### src/rtl/register_dump_sequencer_if.sv
// Bundle between the register dump sequencer and its neighbours: start request,
// register-file debug read port, byte stream to the debug UART, and status.
interface register_dump_sequencer_if #(
  parameter int NB_DATA        = 32,
  parameter int NB_REG_ADDRESS = 5,
  parameter int NB_BYTE        = 8
);
  logic                      i_start;
  logic [NB_DATA-1:0]        i_dato_debug;
  logic [NB_REG_ADDRESS-1:0] o_direc_debug;
  logic [NB_BYTE-1:0]        o_tx_data;
  logic                      o_tx_valid;
  logic                      i_tx_ready;
  logic                      o_busy;
  logic                      o_halt;
  logic                      o_done;

  modport master (
    input  i_start, i_dato_debug, i_tx_ready,
    output o_direc_debug, o_tx_data, o_tx_valid, o_busy, o_halt, o_done
  );

  modport slave (
    output i_start, i_dato_debug, i_tx_ready,
    input  o_direc_debug, o_tx_data, o_tx_valid, o_busy, o_halt, o_done
  );
endinterface

### src/rtl/register_dump_sequencer.sv
// Walks the register file through its debug read port and streams every value
// MSB-byte first over a valid/ready byte link, halting the pipeline meanwhile.
module register_dump_sequencer #(
  parameter int NB_DATA        = 32,
  parameter int NB_REG_ADDRESS = 5,
  parameter int N_REGS         = 32,
  parameter int NB_BYTE        = 8
) (
  input logic                     i_clock,
  input logic                     i_reset,
  register_dump_sequencer_if.master bus
);
  localparam int N_BYTES = NB_DATA / NB_BYTE;
  localparam int CNT_W   = (N_BYTES > 1) ? $clog2(N_BYTES) : 1;
  localparam logic [CNT_W-1:0]          LAST_BYTE = CNT_W'(N_BYTES - 1);
  localparam logic [NB_REG_ADDRESS-1:0] LAST_REG  = NB_REG_ADDRESS'(N_REGS - 1);

  typedef enum logic [2:0] {
    IDLE,
    ADDR,
    LATCH,
    SEND,
    NEXT,
    DONE
  } state_t;

  state_t                    state, state_next;
  logic [NB_REG_ADDRESS-1:0] reg_idx, reg_idx_next;
  logic [CNT_W-1:0]          byte_cnt, byte_cnt_next;
  logic [NB_DATA-1:0]        shift_reg, shift_reg_next;

  // Reset clears the datapath as well so every output is zero while in reset.
  always_ff @(posedge i_clock) begin
    if (!i_reset) begin
      state     <= IDLE;
      reg_idx   <= '0;
      byte_cnt  <= '0;
      shift_reg <= '0;
    end else begin
      state     <= state_next;
      reg_idx   <= reg_idx_next;
      byte_cnt  <= byte_cnt_next;
      shift_reg <= shift_reg_next;
    end
  end

  always_comb begin
    state_next     = state;
    reg_idx_next   = reg_idx;
    byte_cnt_next  = byte_cnt;
    shift_reg_next = shift_reg;
    case (state)
      IDLE: begin
        reg_idx_next = '0;
        if (bus.i_start) state_next = ADDR;
      end
      // ADDR only gives the register-file read one cycle to settle.
      ADDR: state_next = LATCH;
      LATCH: begin
        shift_reg_next = bus.i_dato_debug;
        byte_cnt_next  = '0;
        state_next     = SEND;
      end
      SEND: begin
        if (bus.i_tx_ready) begin
          shift_reg_next = shift_reg << NB_BYTE;
          byte_cnt_next  = byte_cnt + CNT_W'(1);
          if (byte_cnt == LAST_BYTE) state_next = NEXT;
        end
      end
      NEXT: begin
        if (reg_idx == LAST_REG) begin
          state_next = DONE;
        end else begin
          reg_idx_next = reg_idx + NB_REG_ADDRESS'(1);
          state_next   = ADDR;
        end
      end
      DONE: begin
        reg_idx_next = '0;
        state_next   = IDLE;
      end
      default: state_next = IDLE;
    endcase
  end

  // All outputs decode registered state only; i_tx_ready never reaches them.
  assign bus.o_tx_valid    = (state == SEND);
  assign bus.o_tx_data     = (state == SEND) ? shift_reg[NB_DATA-1 -: NB_BYTE] : '0;
  assign bus.o_direc_debug = (state inside {ADDR, LATCH, SEND, NEXT}) ? reg_idx : '0;
  assign bus.o_busy        = (state != IDLE);
  assign bus.o_halt        = (state != IDLE);
  assign bus.o_done        = (state == DONE);

endmodule

### src/flat_wrapper.sv
// flat-port wrapper written by rule: the top's interface ports become plain ports
module register_dump_sequencer_flat 
#(
  parameter int NB_DATA        = 32,
  parameter int NB_REG_ADDRESS = 5,
  parameter int N_REGS         = 32,
  parameter int NB_BYTE        = 8
)
  (i_clock, i_reset, bus_i_start, bus_i_dato_debug, bus_i_tx_ready, bus_o_direc_debug, bus_o_tx_data, bus_o_tx_valid, bus_o_busy, bus_o_halt, bus_o_done);
  register_dump_sequencer_if #(.NB_DATA(NB_DATA), .NB_REG_ADDRESS(NB_REG_ADDRESS), .NB_BYTE(NB_BYTE)) bus_i ();
  input logic i_clock;
  input logic i_reset;
  input wire logic [$bits(bus_i.i_start)-1:0] bus_i_start;
  input wire logic [$bits(bus_i.i_dato_debug)-1:0] bus_i_dato_debug;
  input wire logic [$bits(bus_i.i_tx_ready)-1:0] bus_i_tx_ready;
  output wire logic [$bits(bus_i.o_direc_debug)-1:0] bus_o_direc_debug;
  output wire logic [$bits(bus_i.o_tx_data)-1:0] bus_o_tx_data;
  output wire logic [$bits(bus_i.o_tx_valid)-1:0] bus_o_tx_valid;
  output wire logic [$bits(bus_i.o_busy)-1:0] bus_o_busy;
  output wire logic [$bits(bus_i.o_halt)-1:0] bus_o_halt;
  output wire logic [$bits(bus_i.o_done)-1:0] bus_o_done;
  assign bus_i.i_start = bus_i_start;
  assign bus_i.i_dato_debug = bus_i_dato_debug;
  assign bus_i.i_tx_ready = bus_i_tx_ready;
  assign bus_o_direc_debug = bus_i.o_direc_debug;
  assign bus_o_tx_data = bus_i.o_tx_data;
  assign bus_o_tx_valid = bus_i.o_tx_valid;
  assign bus_o_busy = bus_i.o_busy;
  assign bus_o_halt = bus_i.o_halt;
  assign bus_o_done = bus_i.o_done;
  register_dump_sequencer #(.NB_DATA(NB_DATA), .NB_REG_ADDRESS(NB_REG_ADDRESS), .N_REGS(N_REGS), .NB_BYTE(NB_BYTE)) u_core (.i_clock(i_clock), .i_reset(i_reset), .bus(bus_i));
endmodule
### config.mk
export PLATFORM = sky130hd
export DESIGN_NAME = register_dump_sequencer_flat
export DESIGN_NICKNAME = d
export VERILOG_FILES = /design/src/rtl/register_dump_sequencer_if.sv /design/src/rtl/register_dump_sequencer.sv /design/src/flat_wrapper.sv
export SDC_FILE = /design/constraint.sdc
export NUM_CORES = 1
export LEC_CHECK = 0
export ABC_AREA = 1
export BUFFER_PORTS_ARGS = -buffer_cell sky130_fd_sc_hd__buf_2
export CAP_MARGIN = 10
export CORE_MARGIN = 5
export CORE_UTILIZATION = 35
export DETAILED_ROUTE_END_ITERATION = 10
export GPL_TIMING_DRIVEN = 0
export PLACE_DENSITY = 0.64
export REMOVE_ABC_BUFFERS = 1
export SKIP_CTS_REPAIR_TIMING = 1
export SLEW_MARGIN = 40
export SYNTH_ARGS = -nofsm -noshare
export SYNTH_HDL_FRONTEND = slang
export SYNTH_SLANG_ARGS = --single-unit
### constraint.sdc
create_clock -name i_clock -period 2.4 [get_ports i_clock]
set_clock_uncertainty 0.2 [all_clocks]
set_input_delay 0.6 -clock i_clock [delete_from_list [all_inputs] [get_ports i_clock]]
set_output_delay 0.6 -clock i_clock [all_outputs]
set_load 0.005 [all_outputs]
==> flow_metrics.env <==
export IMPL_clk_pin_slew_worst_paths_ps=80
export IMPL_slowest_delay_ps=390
export IMPL_floorplan_die_area_um2=7620
export IMPL_cts_buffer_depth=2
export IMPL_synth_top_family_by_area="simple AND/OR/NAND/NOR gates"
export IMPL_leading_area_contributor_after_synthesis="dfxtp_1"
export IMPL_placedCellCount=441
export IMPL_dieWidth_um=87.3
export IMPL_dpl_instance_area_um2=2370
export IMPL_power_density_nw_per_um2=676
export IMPL_cts_htree_levels=2
export IMPL_vdd_ir_drop_max_mv=0.305
export IMPL_tritoncts="built"
export IMPL_crit_path_top_delay_cell="dfxtp_1"
export IMPL_post_route_cell_area_um2=2460
export IMPL_yosys_cell_types_count=18
export IMPL_synth_adder_area_share_pct=1.80
export IMPL_synthCells=327
export IMPL_synth_simple_area_share_pct=41.0
export IMPL_worst_path_setup_slack_after_routing_ps=130
export IMPL_critical_path_top_cell_by_count="nor2_1"
export IMPL_layout_drive_gt1_share_pct=18.7
export IMPL_initial_utilization_pct=35.7
export IMPL_count_of_inserted_antenna_diode_cells=0
export IMPL_worst_tran_pin_value_ps=692
export IMPL_grt_remaining_overflow=0
export IMPL_core_area_um2=5850
export IMPL_detail_routed_via_count_per_cell=4.45
export IMPL_critical_path_top_delay_family="simple AND/OR/NAND/NOR gates"
export IMPL_timing_critical_path_arrival_ps=1470
export IMPL_total_power_mw=1.67
export IMPL_synth_mux_area_share_pct=0
export IMPL_setup_total_negative_slack_ps=0
export IMPL_report_final_hold_viol_count=0
export IMPL_postRouteAntennaNets=0
export IMPL_max_cap_viol_count=0
export IMPL_io_pins=53
export IMPL_pin_count_of_the_biggest_net_entering_global_routing=35
export IMPL_cts_num_sinks=42
export IMPL_max_ffs_per_register=32
export IMPL_finalCriticalPeriod_ps=2270
export IMPL_pre_repair_dr_iteration_count=5
export IMPL_timing_max_transition_violations_final=0
export IMPL_n_fill_cell=619
export IMPL_min_period_over_period_pct=94.6
export IMPL_drcViolationCount=0
export IMPL_final_net_count=412
export IMPL_status="finished, final reports clean"
export IMPL_vias=1997
export IMPL_synth_yosys_warnings=0
export IMPL_placementRows=28
export IMPL_wirelength_per_cell_um=10.2
export IMPL_worst_hold_path_type="register to register"
export IMPL_fmax_mhz=441
export IMPL_clock_latency_ps=290
export IMPL_path_class="register to output port"
export IMPL_synth_sequential_area_ratio_pct=40.2
export IMPL_leakagePower_nw=1.32
export IMPL_mappedNetlistArea_um2=2090
export IMPL_worst_path_buf_inv=1
export IMPL_clock_root_buffer="clkbuf_8"
export IMPL_synth_top_cells_by_area="dfxtp_1, nand2_1, inv_1, nand3_1, nor2_1"
export IMPL_groute_usage_overall_pct=12.8
export IMPL_gp_routability_congestion=0.799
export IMPL_grt_pass1_vias=1802
export IMPL_instances_no_fill=449
export IMPL_crit_path_cell_trace="nor2_1 > nor2_1 > nor2_2 > nor2_1 > buf_2"
export IMPL_post_synth_cell_area_avg_um2=6.39
export IMPL_synthDominantCellAreaShare_pct=40.2
export IMPL_grt_antenna_before_repair=0
export IMPL_global_route_wire_length_before_repair_um=7820
export IMPL_critical_path_required_ps=1600
export IMPL_drt_initial_drc_count=69
export IMPL_die_h_um=87.3
export IMPL_dp_hpwl_um=3300
export IMPL_setup_worst_path_end_class="output port"
export IMPL_count_of_state_elements_after_synthesis=42
export IMPL_max_slew_headroom_at_the_worst_pin_pct=53.8
export IMPL_synth_compound_area_share_pct=3.35
export IMPL_yosys_area_share_xor_xnor_pct=0
export IMPL_crit_fanout=6
export IMPL_worst_hold_slack_ps=268
export IMPL_syn_to_final_growth_pct=17.9
export IMPL_num_cts_buffers=5
export IMPL_pre_cts_ws_ps=271
export IMPL_worst_setup_path_start_kind="register"
export IMPL_report_final_setup_viol=0
export IMPL_wl_um=4600
export IMPL_count_of_input_and_output_buffers=52
export IMPL_rsz_0062_raised_after_global_routing="false"
export IMPL_finalCoreUtilization_pct=42.1
cell families (layout without fill, tap and decap cells):
logic type	count (synthesis)	in the layout
adder cells (fa/ha/maj)	3	3
AO/OA/AOI/OAI	14	14
flip-flops	42	42
AND/OR/NAND/NOR	203	203
buffers and inverters	65	112
synthesized netlist by cell type:
cell type,number
nor2_4,1
dfxtp_1,42
nor2_1,27
clkbuf_1,1
o21ai_0,2
ha_1,3
a21oi_1,12
buf_6,2
buf_4,4
inv_1,47
nand4_1,1
inv_2,3
buf_2,8
nand2_1,135
nand3_1,31
nand3_2,3
nand3b_1,4
nor3_4,1
routing by layer:
metal,vias up,share of wire (%),track usage [%]
li1,1070,-,-
met2,40,46,21.2
met1,882,48,16.3
met5,-,0,0
met4,0,1.4,4.18
met3,5,5.4,2.93
path summary, 6_finish.rpt:
check,startpoint,endpoint,slack [ps],cells after the start
worst min-delay path,u_core.shift_reg[4]$_SDFFE_PN0P_,u_core.shift_reg[4]$_SDFFE_PN0P_,270,2
worst max register to register,u_core.state[0]$_SDFFE_PN0P_,u_core.shift_reg[31]$_SDFFE_PN0P_,410,6
worst min register to register,u_core.shift_reg[4]$_SDFFE_PN0P_,u_core.shift_reg[4]$_SDFFE_PN0P_,270,2
worst max-delay path,u_core.state[0]$_SDFFE_PN0P_,bus_o_direc_debug[3],130,5
layout by cell type, fill, tap and decap left out, types with 2 or more instances in the layout:
cell	count
a21oi_1	12
buf_2	52
buf_6	2
clkbuf_8	6
dfxtp_1	42
ha_1	3
inv_1	47
inv_2	3
nand2_1	135
nand3_1	31
nand3_2	3
nand3b_1	4
nor2_1	26
o21ai_0	2
worst min-delay path, cell delays in order (launching register included):
cell and delay, ps:
dfxtp_1 310, nand2_1 60, a21oi_1 50
power by group:
part           total, mW  switching, mW  internal [mW]
logic              0.391          0.242          0.149
clock network      0.466          0.234          0.232
registers          0.808         0.0444          0.764
cell type report:
cell class	count	area, µm²	area share, %
Clock inverter	1	5.00	0.203
Inverter	50	188	7.62
Timing Repair Buffer	54	283	11.5
Clock buffer	7	86.3	3.50
Tap cell	75	93.8	3.81
Multi-Input combinational cell	220	967	39.3
Sequential cell	42	841	34.1
(Power assumes the default switching activity.)
